[src/rtl/jt6295_pkg.sv]
// Shared types and defaults for the jt6295 ROM-access arbiter.
// Optional feature macro: JT6295_ARB_TIMEOUT_EN (watchdog on the ROM wait).
package jt6295_pkg;

  // Arbiter state: waiting for a request, or holding an access open on the ROM port
  typedef enum logic {
    ST_IDLE = 1'b0,
    ST_WAIT = 1'b1
  } state_t;

  localparam int unsigned DEF_CH = 4;
  localparam int unsigned DEF_AW = 18;
  localparam int unsigned DEF_DW = 8;
  localparam int unsigned DEF_TO = 255;

  // Voice-index width; a single voice still needs one bit to hold index 0
  function automatic int unsigned ptr_w(input int unsigned ch);
    return (ch > 1) ? $clog2(ch) : 1;
  endfunction

endpackage

[src/rtl/jt6295_rr_pick.sv]
// Combinational round-robin picker: first eligible voice at or after ptr, wrapping modulo CH.
module jt6295_rr_pick
  import jt6295_pkg::*;
#(
  parameter  int unsigned CH = DEF_CH,
  localparam int unsigned PW = ptr_w(CH)
) (
  input  logic [CH-1:0] eligible,
  input  logic [PW-1:0] ptr,
  output logic [PW-1:0] g_c,
  output logic          any_c
);

  logic [CH-1:0] rot;

  // Scan CH positions starting at ptr; the first hit wins
  always_comb begin
    g_c   = '0;
    any_c = 1'b0;
    rot   = '0;
    for (int unsigned i = 0; i < CH; i++) begin
      int unsigned idx;
      idx = 32'(ptr) + i;
      if (idx >= CH) idx = idx - CH;
      rot = eligible >> idx;
      if (!any_c && rot[0]) begin
        any_c = 1'b1;
        g_c   = PW'(idx);
      end
    end
  end

endmodule

[src/rtl/jt6295_rom_arb.sv]
// Round-robin ROM-access arbiter for CH ADPCM voices sharing one ROM/SDRAM byte port.
// Optional feature macro: JT6295_ARB_TIMEOUT_EN adds a TO-cycle watchdog and sticky err.
module jt6295_rom_arb
  import jt6295_pkg::*;
#(
  parameter  int unsigned CH = DEF_CH,
  parameter  int unsigned AW = DEF_AW,
  parameter  int unsigned DW = DEF_DW,
  parameter  int unsigned TO = DEF_TO,
  localparam int unsigned PW = ptr_w(CH)
) (
  input  logic             clk,
  input  logic             rst,
  input  logic [CH-1:0]    req,
  input  logic [CH*AW-1:0] addr,
  output logic [CH-1:0]    ack,
  output logic [DW-1:0]    dout,
  output logic             busy,
  output logic [AW-1:0]    rom_addr,
  input  logic [DW-1:0]    rom_data,
  input  logic             rom_ok,
  output logic             err
);

  // Reject unsupported configurations at elaboration
  if (CH < 1 || CH > 16 || TO < 1) begin : g_bad_cfg
    $error("jt6295_rom_arb: CH must be 1..16 and TO at least 1");
  end

  state_t         state_q, state_d;
  logic [PW-1:0]  sel_q, sel_d;
  logic [PW-1:0]  ptr_q, ptr_d;
  logic [AW-1:0]  rom_addr_q, rom_addr_d;
  logic           settle_q, settle_d;
  logic           busy_q, busy_d;
  logic [CH-1:0]  ack_q, ack_d;
  logic [DW-1:0]  dout_q, dout_d;
  logic           err_q, err_d;
  logic           done;

`ifdef JT6295_ARB_TIMEOUT_EN
  localparam int unsigned CW = $clog2(TO + 1);
  logic [CW-1:0]  cnt_q, cnt_d;
`endif

  logic [AW-1:0]  addr_arr [CH];
  logic [CH-1:0]  eligible;
  logic [PW-1:0]  g_c;
  logic           any_c;

  // Unpack the flat per-voice address bus
  for (genvar i = 0; i < CH; i++) begin : g_addr
    assign addr_arr[i] = addr[i*AW +: AW];
  end

  // A voice acked last cycle still shows req high; keep it out of this pick
  assign eligible = req & ~ack_q;

  jt6295_rr_pick #(
    .CH (CH)
  ) u_pick (
    .eligible (eligible),
    .ptr      (ptr_q),
    .g_c      (g_c),
    .any_c    (any_c)
  );

  // Next-state and registered-output logic
  always_comb begin
    state_d    = state_q;
    sel_d      = sel_q;
    ptr_d      = ptr_q;
    rom_addr_d = rom_addr_q;
    settle_d   = settle_q;
    busy_d     = busy_q;
    ack_d      = '0;
    dout_d     = dout_q;
    err_d      = err_q;
    done       = 1'b0;
`ifdef JT6295_ARB_TIMEOUT_EN
    cnt_d      = cnt_q;
`endif
    case (state_q)
      ST_IDLE: begin
        if (any_c) begin
          sel_d      = g_c;
          rom_addr_d = addr_arr[g_c];
          settle_d   = 1'b1;
          busy_d     = 1'b1;
          state_d    = ST_WAIT;
`ifdef JT6295_ARB_TIMEOUT_EN
          cnt_d      = '0;
`endif
        end
      end
      ST_WAIT: begin
        // rom_ok in the settle cycle still refers to the previous address
        settle_d = 1'b0;
        if (!settle_q && rom_ok) begin
          dout_d = rom_data;
          done   = 1'b1;
        end
`ifdef JT6295_ARB_TIMEOUT_EN
        else if (cnt_q == CW'(TO - 1)) begin
          dout_d = '0;
          err_d  = 1'b1;
          done   = 1'b1;
        end
        cnt_d = cnt_q + CW'(1);
`endif
        if (done) begin
          // A voice that withdrew its request mid-access gets no ack
          ack_d[sel_q] = req[sel_q];
          ptr_d        = (32'(sel_q) == CH - 1) ? '0 : sel_q + PW'(1);
          busy_d       = 1'b0;
          state_d      = ST_IDLE;
        end
      end
      default: state_d = ST_IDLE;
    endcase
  end

  // State and output registers with synchronous active-low reset
  always_ff @(posedge clk) begin
    if (!rst) begin
      state_q    <= ST_IDLE;
      sel_q      <= '0;
      ptr_q      <= '0;
      rom_addr_q <= '0;
      settle_q   <= 1'b0;
      busy_q     <= 1'b0;
      ack_q      <= '0;
      dout_q     <= '0;
      err_q      <= 1'b0;
`ifdef JT6295_ARB_TIMEOUT_EN
      cnt_q      <= '0;
`endif
    end else begin
      state_q    <= state_d;
      sel_q      <= sel_d;
      ptr_q      <= ptr_d;
      rom_addr_q <= rom_addr_d;
      settle_q   <= settle_d;
      busy_q     <= busy_d;
      ack_q      <= ack_d;
      dout_q     <= dout_d;
      err_q      <= err_d;
`ifdef JT6295_ARB_TIMEOUT_EN
      cnt_q      <= cnt_d;
`endif
    end
  end

  assign ack      = ack_q;
  assign dout     = dout_q;
  assign busy     = busy_q;
  assign rom_addr = rom_addr_q;
  assign err      = err_q;

endmodule
[config.mk]
export PLATFORM = sky130hd
export DESIGN_NAME = jt6295_rom_arb
export DESIGN_NICKNAME = d
export VERILOG_FILES = /design/src/rtl/jt6295_pkg.sv /design/src/rtl/jt6295_rr_pick.sv /design/src/rtl/jt6295_rom_arb.sv
export SDC_FILE = /design/constraint.sdc
export NUM_CORES = 1
export LEC_CHECK = 0
export CAP_MARGIN = 20
export CORE_MARGIN = 2
export CORE_UTILIZATION = 39
export DETAILED_ROUTE_END_ITERATION = 12
export PLACE_DENSITY = 0.79
export SETUP_SLACK_MARGIN = 0.5
export SYNTH_ARGS = -nofsm -noshare
export SYNTH_HDL_FRONTEND = slang
export SYNTH_SLANG_ARGS = --single-unit
export TNS_END_PERCENT = 20
[constraint.sdc]
create_clock -name clk -period 2.89 [get_ports clk]
set_input_delay 0.578 -clock clk [delete_from_list [all_inputs] [get_ports clk]]
set_output_delay 0.578 -clock clk [all_outputs]
set_load 0.05 [all_outputs]
==> impl_metrics.csv <==
group,metric,value,unit
synthesis,mappedNetlistNets,480,
synthesis,yosysTopAreaCellShare,25.7,%
layout,synthToLayoutAreaGrowth,66.8,%
clock_tree,cts_made_buffers,5,
global_routing,grt_pass1_vias,3194,
floorplanning,start_util,39.9,%
layout,drive_gt1_share,18.0,%
power,power.switching,1.01,mW
sta,clock_skew,0.0103,ns
synthesis,yosysWarningCount,0,
setup_path,end_kind,"flop",
drt,wl_per_cell,15.9,µm
sta,hold_viol,0,
clock_tree,numClockSinks,37,
setup_path,crit_buf_inv,6,
floorplanning,ios,119,
drt,routed_wl,9940,µm
drt,dr.pass1.iters,6,
power,switching_share,38.7,%
synthesis,syn_inst,386,
power,finalPower,2.62,mW
power,p_seq_share,24.4,%
synthesis,syn_area_per_cell,7.46,µm²
synthesis,synth_top_flop_cell,"dfxtp_1",
floorplanning,die_x,89.9,µm
global_routing,track_usage,23.0,%
placement,dp_hpwl,6600,µm
setup_path,cp_slowest_cell,"dfxtp_4",
global_routing,grt_max_degree,50,
min_path,hp-class,"flop to flop",
synthesis,yosysSeqAreaShare,25.7,%
sta,tightestPinTransition,0.537,ns
synthesis,ys_top_cells_by_count,"94 x nor2_1, 51 x o21ai_0, 37 x dfxtp_1",
clock_tree,clk_latency,0.30,ns
clock_tree,cts_hold_buf,0,
setup_path,path_cells,"inv_8 -> ha_4 -> mux4_2 -> a211oi_2 -> buf_4 -> buf_6 -> buf_6 -> nor3b_4 -> buf_4 -> clkbuf_16 -> nor2_1 -> o22a_1 -> o211ai_2",
setup_path,start_kind,"flop",
sta,slew_violations,0,
clock_tree,cts_tree,"yes",
clock_tree,cts_buffer_depth,2,
synthesis,synth_edf_count,0,
global_routing,grt_pass1_wl,15600,µm
synthesis,syn_area,2880,µm²
synthesis,synth_area_leaders,"dfxtp_1 26%, nor2_1 12%, o21ai_0 8.9%, mux2i_1 7.3%, o22a_1 5.5%",
power,pwr-share-clk,20.3,%
floorplanning,rows,31,
synthesis,synth_top_area_cell,"dfxtp_1",
power,power_density,545,nW/µm²
setup_path,path_class,"flop to flop",
clock_tree,htreeDepth,2,
placement,portBuffers,117,
global_routing,antenna_found_initial,0,
power,internal-power,1.61,mW
power,pwr-share-comb,55.3,%
sta,fmax,0.406,GHz
power,power.leakage,1.97,nW
setup_path,critPathArrivalTime,2.64,ns
drt,drc,0,
floorplanning,die-area,8080,µm²
sta,period_share,85.2,%
layout,design.final.nets,620,
clock_tree,clk_pin_slew,0.09,ns
synthesis,ys_async_sr_fraction,0,%
drt,first_iter_violations,200,
synthesis,ys_types,45,
sta,period_needed,2.46,ns
sta,max-slew-margin-rel,64.1,%
floorplanning,die_h,89.9,µm
sta,fin_setup_tns,0,ns
flow_run,timing.max_cap.violations,0,
setup_path,path_max_fanout,12,
clock_tree,root_buffer,"clkbuf_8",
drt,drt.antenna.violating_nets,0,
layout,diodes,0,
setup_path,slowest_delay,0.43,ns
placement,dpl_cell_area,4250,µm²
outcome,status,"completed",
setup_path,cp.required,3.07,ns
setup_path,crit_family,"buffers and inverters",
power,ir_worst_vdd,0.000304,V
synthesis,synth_most_common_cell,"nor2_1",
drt,vias,3371,
drt,via_per_inst,5.38,
sta,whs,0.469,ns
layout,postLayoutCellArea,4800,µm²
sta,setup_viol,0,
synthesis,synth-seq-cells,37,
placement,routabilityCongestion,0.803,
floorplanning,core_area,7210,µm²
sta,rsz0062_at_grt,"true",
global_routing,grt-ovfl-total,0,
worst paths after layout:
| check | start | slack [ns] | cells past startpoint | to |
|---|---|---|---|---|
| setup / recovery | ptr_q[0] | 0.43 | 13 | rom_addr[5] |
| setup reg to reg | ptr_q[0] | 0.43 | 13 | rom_addr[5] |
| hold / removal | rom_addr[2] | 0.47 | 2 | rom_addr[2] |
| hold reg to reg | rom_addr[2] | 0.47 | 2 | rom_addr[2] |
cell families after synthesis:
family | after synthesis | synth area share (%)
compound gates | 120 | 29.8
fa+ha+maj | 7 | 3.04
buf+inv | 36 | 6.61
flops | 37 | 25.7
mux | 25 | 10.0
other cells | 1 | 0.130
simple gates | 160 | 24.6
through the flow:
stage | cells | setup slack, ns | utilization [%]
2_1_floorplan | 386 | 0.289 | -
3_3_place_gp | 593 | -0.0689 | 59.0
3_5_place_dp | 593 | -0.199 | 59.0
4_1_cts | 608 | 0.497 | 63.1
5_1_grt | 626 | 0.320 | 66.5
6_report | 626 | 0.429 | 66.5
routing by layer:
layer	track usage, %	routed length, µm
met1	29.0	4380
met2	40.8	4920
met3	4.19	508
met4	5.77	138
met5	0	0
cell usage in the layout (no fill, tap or decap), drive strengths merged, types with 4 or more instances in the layout:
cell,count
dfxtp,37
nand3,19
o22a,18
clkdlybuf4s50,113
nand2,22
clkbuf,14
ha,7
a22o,11
mux2i,21
o21ai,58
inv,6
buf,43
o211ai,18
nor2b,5
and3,5
nor3b,4
nor2,94
layout make-up:
type | instances | area [µm²]
clock buffers | 6 | 93.8
clock inverters | 2 | 38.8
fillers | 613 | 2410
inverters | 5 | 26.3
multi-input cells | 313 | 2040
flip-flops and latches | 37 | 748
well taps | 99 | 124
repair buffers | 164 | 1730
state kept, by name (all words and copies together) (netlist names):
register / count
state_q: 1
ptr_q: 2
rom_addr: 18
dout: 8
settle_q: 1
ack: 4
sel_q: 2
busy: 1
power by group through the flow:
stage / logic [mW] / registers (mW) / clock network, mW
5_1_grt: 1.54 / 0.646 / 0.561
6_report: 1.45 / 0.638 / 0.532
4_1_cts: 1.29 / 0.638 / 0.537
2_1_floorplan: 0.550 / 0.865 / 0
3_3_place_gp: 1.16 / 0.647 / 0
3_5_place_dp: 1.18 / 0.649 / 0
worst register-to-register path: cells and delay by family, from the launching register on:
family / cells / cell delay, ns
buffers and inverters: 6 / 0.66
AOI/OAI and AO/OA: 3 / 0.49
DFF: 1 / 0.43
muxes: 1 / 0.35
adders and majority gates: 1 / 0.29
and+or+nand+nor: 2 / 0.12
repair_timing:
item                                    in CTS  in global routing
resized for setup                           23                 27
pin swaps                                    2                 11
endpoints found under the setup margin      19                 18
setup buffers                                5                 13
endpoints found under the hold margin        0                  0
cloned                                       2                  5
Power figures use the tool's default switching activity.
